<file path="src/rtl/vga_dither_out.sv">
// Final VGA pixel stage: 8->4 bit per channel reduction with 2x2 ordered dither,
// optional frame-alternating matrix shift, and a matched 2-cycle delay on the qualifiers.
module vga_dither_out #(
    parameter logic SYNC_POL = 1'b0,
    parameter int   TEMPORAL = 1
) (
    input  logic        clk,
    input  logic        rst,
    input  logic [23:0] pixel_in,
    input  logic        de_in,
    input  logic        hsync_in,
    input  logic        vsync_in,
    input  logic        dither_en,
    output logic [3:0]  vga_r,
    output logic [3:0]  vga_g,
    output logic [3:0]  vga_b,
    output logic        hsync_out,
    output logic        vsync_out,
    output logic        de_out
);

    // Position / frame tracking
    logic x0_reg;
    logic y0_reg;
    logic frame_reg;
    logic prev_de_reg;
    logic prev_vs_reg;

    logic vs_active;
    logic vs_start;
    logic de_fall;
    logic shift_bit;
    logic [3:0] thr_next;

    assign vs_active = (vsync_in == SYNC_POL);
    assign vs_start  = vs_active & ~prev_vs_reg;
    assign de_fall   = prev_de_reg & ~de_in;
    assign shift_bit = (TEMPORAL != 0) ? frame_reg : 1'b0;

    always_ff @(posedge clk) begin
        if (rst) begin
            x0_reg      <= 1'b0;
            y0_reg      <= 1'b0;
            frame_reg   <= 1'b0;
            prev_de_reg <= 1'b0;
            prev_vs_reg <= 1'b0;
        end else begin
            prev_de_reg <= de_in;
            prev_vs_reg <= vs_active;
            // A vsync start overrides a coincident end-of-line.
            if (vs_start) begin
                x0_reg    <= 1'b0;
                y0_reg    <= 1'b0;
                frame_reg <= ~frame_reg;
            end else if (de_fall) begin
                x0_reg <= 1'b0;
                y0_reg <= ~y0_reg;
            end else if (de_in) begin
                x0_reg <= ~x0_reg;
            end
        end
    end

    // Threshold uses the position before this cycle's update.
    always_comb begin
        thr_next = 4'd0;
        case ({y0_reg ^ shift_bit, x0_reg ^ shift_bit})
            2'b00:   thr_next = 4'd0;
            2'b01:   thr_next = 4'd8;
            2'b10:   thr_next = 4'd12;
            default: thr_next = 4'd4;
        endcase
    end

    // Stage 1
    logic [23:0] pix_s1_reg;
    logic        de_s1_reg;
    logic        hs_s1_reg;
    logic        vs_s1_reg;
    logic        en_s1_reg;
    logic [3:0]  thr_s1_reg;

    always_ff @(posedge clk) begin
        if (rst) begin
            pix_s1_reg <= 24'd0;
            de_s1_reg  <= 1'b0;
            hs_s1_reg  <= ~SYNC_POL;
            vs_s1_reg  <= ~SYNC_POL;
            en_s1_reg  <= 1'b0;
            thr_s1_reg <= 4'd0;
        end else begin
            pix_s1_reg <= pixel_in;
            de_s1_reg  <= de_in;
            hs_s1_reg  <= hsync_in;
            vs_s1_reg  <= vsync_in;
            en_s1_reg  <= dither_en;
            thr_s1_reg <= thr_next;
        end
    end

    // Stage 2: per-channel saturating dither add, blanked outside active video
    logic [11:0] rgb_next;

    for (genvar gi = 0; gi < 3; gi++) begin : g_chan
        logic [7:0] chan;
        logic [8:0] sum;
        logic [3:0] dith;
        assign chan = pix_s1_reg[gi*8 +: 8];
        assign sum  = {1'b0, chan} + {5'b0, thr_s1_reg};
        assign dith = sum[8] ? 4'hF : sum[7:4];
        assign rgb_next[gi*4 +: 4] = !de_s1_reg ? 4'h0 :
                                     (en_s1_reg ? dith : chan[7:4]);
    end

    logic [11:0] rgb_reg;
    logic        de_s2_reg;
    logic        hs_s2_reg;
    logic        vs_s2_reg;

    always_ff @(posedge clk) begin
        if (rst) begin
            rgb_reg   <= 12'd0;
            de_s2_reg <= 1'b0;
            hs_s2_reg <= ~SYNC_POL;
            vs_s2_reg <= ~SYNC_POL;
        end else begin
            rgb_reg   <= rgb_next;
            de_s2_reg <= de_s1_reg;
            hs_s2_reg <= hs_s1_reg;
            vs_s2_reg <= vs_s1_reg;
        end
    end

    assign vga_r     = rgb_reg[3:0];
    assign vga_g     = rgb_reg[7:4];
    assign vga_b     = rgb_reg[11:8];
    assign de_out    = de_s2_reg;
    assign hsync_out = hs_s2_reg;
    assign vsync_out = vs_s2_reg;

endmodule

</file>
<file path="config.mk">
export PLATFORM = sky130hd
export DESIGN_NAME = vga_dither_out
export DESIGN_NICKNAME = d
export VERILOG_FILES = /design/src/rtl/vga_dither_out.sv
export SDC_FILE = /design/constraint.sdc
export NUM_CORES = 1
export LEC_CHECK = 0
export BUFFER_PORTS_ARGS = -buffer_cell sky130_fd_sc_hd__buf_2
export CAP_MARGIN = 10
export CORE_MARGIN = 8
export CORE_UTILIZATION = 31
export DETAILED_ROUTE_END_ITERATION = 10
export MAX_ROUTING_LAYER = met4
export PLACE_DENSITY = 0.51
export SYNTH_ARGS = -nofsm -noshare
export SYNTH_HDL_FRONTEND = slang
export SYNTH_SLANG_ARGS = --single-unit
</file>
<file path="constraint.sdc">
create_clock -name clk -period 3.1 [get_ports clk]
set_input_delay 0.155 -clock clk [delete_from_list [all_inputs] [get_ports clk]]
set_output_delay 0.155 -clock clk [all_outputs]
set_load 0.02 [all_outputs]
</file>
==> reports/summary.txt <==
Vias: 1,073
Row cnt: 25
Achievable Freq: 730 MHz
Hold Path End: hs_s1_reg$_SDFF_PP1_
Lkg Pwr: 0.762 nW
Initial core utilization: 0.314
Highest routing layer actually used: met4
Required time of the worst setup path: 3.28 ns
CTS-repair resized insts: 0
Syn Inst Count: 135
Slew at the pin closest to its max-slew limit: 0.474 ns
Mean post-synth cell area: 10.8 um2
Number of buffers inserted during clock tree synthesis: 5
Deepest clock path buffer count: 2
Syn_nets: 168
Placed wire-length estimate: 2.19 mm
Overflow left after global routing: 0
Final Worst Setup Slack: 1.73 ns
Number of iterations in the first detailed-routing pass: 4
Global Route Usage Sum: 0.0824
Top FF cell, synth: sky130_fd_sc_hd__dfxtp_1
Synth Register Bits: 43
Chip Width: 84.4 um
Clock root buffer master: sky130_fd_sc_hd__clkbuf_8
Setup skew after layout: 0.00353 ns
CP max stage cell: sky130_fd_sc_hd__dfxtp_1
Top Ports: 45
Arrival time worst endpoint: 1.55 ns
Crit path max-delay family: compound AO/OA/AOI/OAI gates
Combined buffer and inverter count along the critical path: 0
Die extent in y: 84.4 um
Number of input and output port buffers inserted: 38
Layout Cell Area excl Fill: 0.00177 mm2
Synth async-reset ratio: 0
Max-slew violation count: 0
Total power divided by cell area: 549 mW/mm2
IR Drop Worst-Case VDD: 256 uV
Skew-Pair Late Insertion Delay: 0.28 ns
Minimum clock period: 1.37 ns
Critical Path Max Stage Delay: 0.38 ns
Met3 wire len: 214 um
Worst Setup End Kind: flip-flop
Clock sinks: 43
Number of flip-flops in the largest register: 18
Buffers inserted during post-CTS setup optimization: 0
Max-capacitance violation count: 0
Number of fillers in the final layout: 483
Run status: finished, final reports clean
Clock H-tree levels: 2
Setup slack, reg-to-reg: 1.73 ns
Start point of the worst min-delay path: hsync_in
Share of the clock period used by the worst path: 0.442
Synthesis-to-finish area growth: 21.6%
Total die area: 0.00713 mm2
Number of flops mapped to enable cells by yosys: 0
Fraction of the yosys area taken by sequential cells: 0.593
Count of inserted antenna diode cells: 0
Via count of the first global-routing pass: 1,063
Worst hold-check path type: primary input to flip-flop
Iter 0 DRT Violations: 48
Number of remaining DRC errors: 0
Total chip power: 0.970 mW
Layout cell share with drive strength beyond 1: 0.309
Count of unique library cells instantiated by Yosys: 25
Initial antenna violation count: 0
TritonCTS clock tree: done
Highest fanout seen on the critical path: 3
Met1 WL: 1.22 mm
Antenna-violating nets left: 0
Clk slew on worst S/H paths: 0.07 ns
Net count reported at finish: 209
Most used cell, CP: sky130_fd_sc_hd__a211oi_1
R2r worst-path depth: 4
Wire length of the first global-routing pass: 4.49 mm
Worst flop-to-flop path endpoint: rgb_reg[5]$_SDFF_PP0_
TNS Setup: 0 ns
# setup viols final: 0
RD Place Congestion: 0.730
Critical path type: flip-flop to flip-flop
Final wirelength: 2.77 mm
Detail-routed net length per standard cell: 12.1 um
Slew headroom: 0.684
Largest net degree at the start of global routing: 31
Unrepaired setup endpoints after global routing: false
Total length of routed met2 wires: 1.31 mm
Netlist Area Pre-Place: 0.00145 mm2
Worst setup slack after placement: 1.71 ns
Area of the placeable core: 0.00463 mm2
Dpl cell area: 0.00169 mm2
CP Cell Sequence: ha_1, a31oi_1, a211oi_1, a211oi_1
Element type at the critical path start: flip-flop
Hold Path Stages: 2
Critical register-to-register path startpoint: thr_s1_reg[3]$_SDFF_PP0_
Warnings, synthesis: 0
CTS Hold Bufs: 0
Number of hold-slack violations in the final timing report: 0
Via density per instance: 4.69
placed cells by master (no fill, tap or decap), drive strengths merged, types with 4 or more instances in the layout:
master	netlist	layout
clkbuf	3	6
nor3	4	4
dfxtp	43	43
xnor2	4	4
nor2b	23	23
nand2	4	4
buf	1	38
nor2	8	8
and2	4	4
a31oi	5	5
or2	4	4
a21oi	5	5
a311oi	5	5
worst max path at each step:
| stage | start | to | slack, ns | cells past startpoint |
|---|---|---|---|---|
| after floorplan | thr_s1_reg[3]$_SDFF_PP0_ | rgb_reg[2]$_SDFF_PP0_ | 1.86 | 4 |
| after global placement | rst | rgb_reg[6]$_SDFF_PP0_ | 1.76 | 4 |
| after detailed placement | rst | rgb_reg[6]$_SDFF_PP0_ | 1.71 | 4 |
| after CTS | thr_s1_reg[3]$_SDFF_PP0_ | rgb_reg[9]$_SDFF_PP0_ | 1.70 | 4 |
| after global routing | thr_s1_reg[3]$_SDFF_PP0_ | rgb_reg[9]$_SDFF_PP0_ | 1.64 | 4 |
| final | thr_s1_reg[3]$_SDFF_PP0_ | rgb_reg[5]$_SDFF_PP0_ | 1.73 | 4 |
cell type report:
cell class / instances / area (um2) / share of cell area
Multi-Input combinational cell: 85 / 563 / 0.319
Clock buffer: 6 / 72.6 / 0.0411
Inverter: 3 / 11.3 / 0.00638
Sequential cell: 43 / 861 / 0.488
Timing Repair Buffer: 38 / 190 / 0.108
Tap cell: 54 / 67.6 / 0.0383
stage by stage:
step,utilization,cells,hold WS [ns]
final,0.381,229,0.0551
after CTS,0.381,229,0.0460
after floorplan,-,135,0.259
after global placement,0.366,223,0.341
after detailed placement,0.366,223,0.344
after global routing,0.381,229,0.0397
worst reg2reg max path, stage by stage (launching register included):
cell and delay (ns):
sky130_fd_sc_hd__dfxtp_1 0.38, sky130_fd_sc_hd__ha_1 0.26, sky130_fd_sc_hd__a31oi_1 0.26, sky130_fd_sc_hd__a211oi_1 0.09, sky130_fd_sc_hd__a211oi_1 0.29
power by group:
group | internal (mW) | total [mW] | switching [mW]
combinational | 0.0360 | 0.0693 | 0.0333
sequential | 0.577 | 0.594 | 0.0172
clock | 0.150 | 0.306 | 0.156
total | 0.763 | 0.970 | 0.207
layer usage:
layer,vias to the layer above,GRT usage
met1,495,0.0861
met2,32,0.125
li1,542,-
met4,0,0.0372
met3,4,0.0449
met5,-,-
logic make-up (layout without fill, tap and decap cells):
kind of cell,count (synthesis),count (layout),share of synthesized area
AND/OR/NAND/NOR,52,52,0.204
flip-flops,43,43,0.593
AO/OA/AOI/OAI,25,25,0.127
buffers and inverters,7,47,0.0190
XOR/XNOR,4,4,0.0241
adder cells (fa/ha/maj),3,3,0.0259
multiplexers,1,1,0.00690
cell usage after synthesis (all sizes together), types with 2 or more instances:
library cell | instances | area share
nand2 | 4 | 0.010
a31oi | 5 | 0.022
a41oi | 2 | 0.012
a211oi | 3 | 0.016
dfxtp | 43 | 0.59
and2 | 4 | 0.023
nand3 | 2 | 0.0069
ha | 3 | 0.026
and3 | 2 | 0.0086
xnor2 | 4 | 0.024
clkbuf | 3 | 0.0078
a31o | 3 | 0.018
a311oi | 5 | 0.030
nor3 | 4 | 0.014
nor2b | 23 | 0.099
inv | 3 | 0.0078
or2 | 4 | 0.017
a21oi | 5 | 0.017
nor2 | 8 | 0.021
No activity file was read; power rests on OpenSTA's default activity.
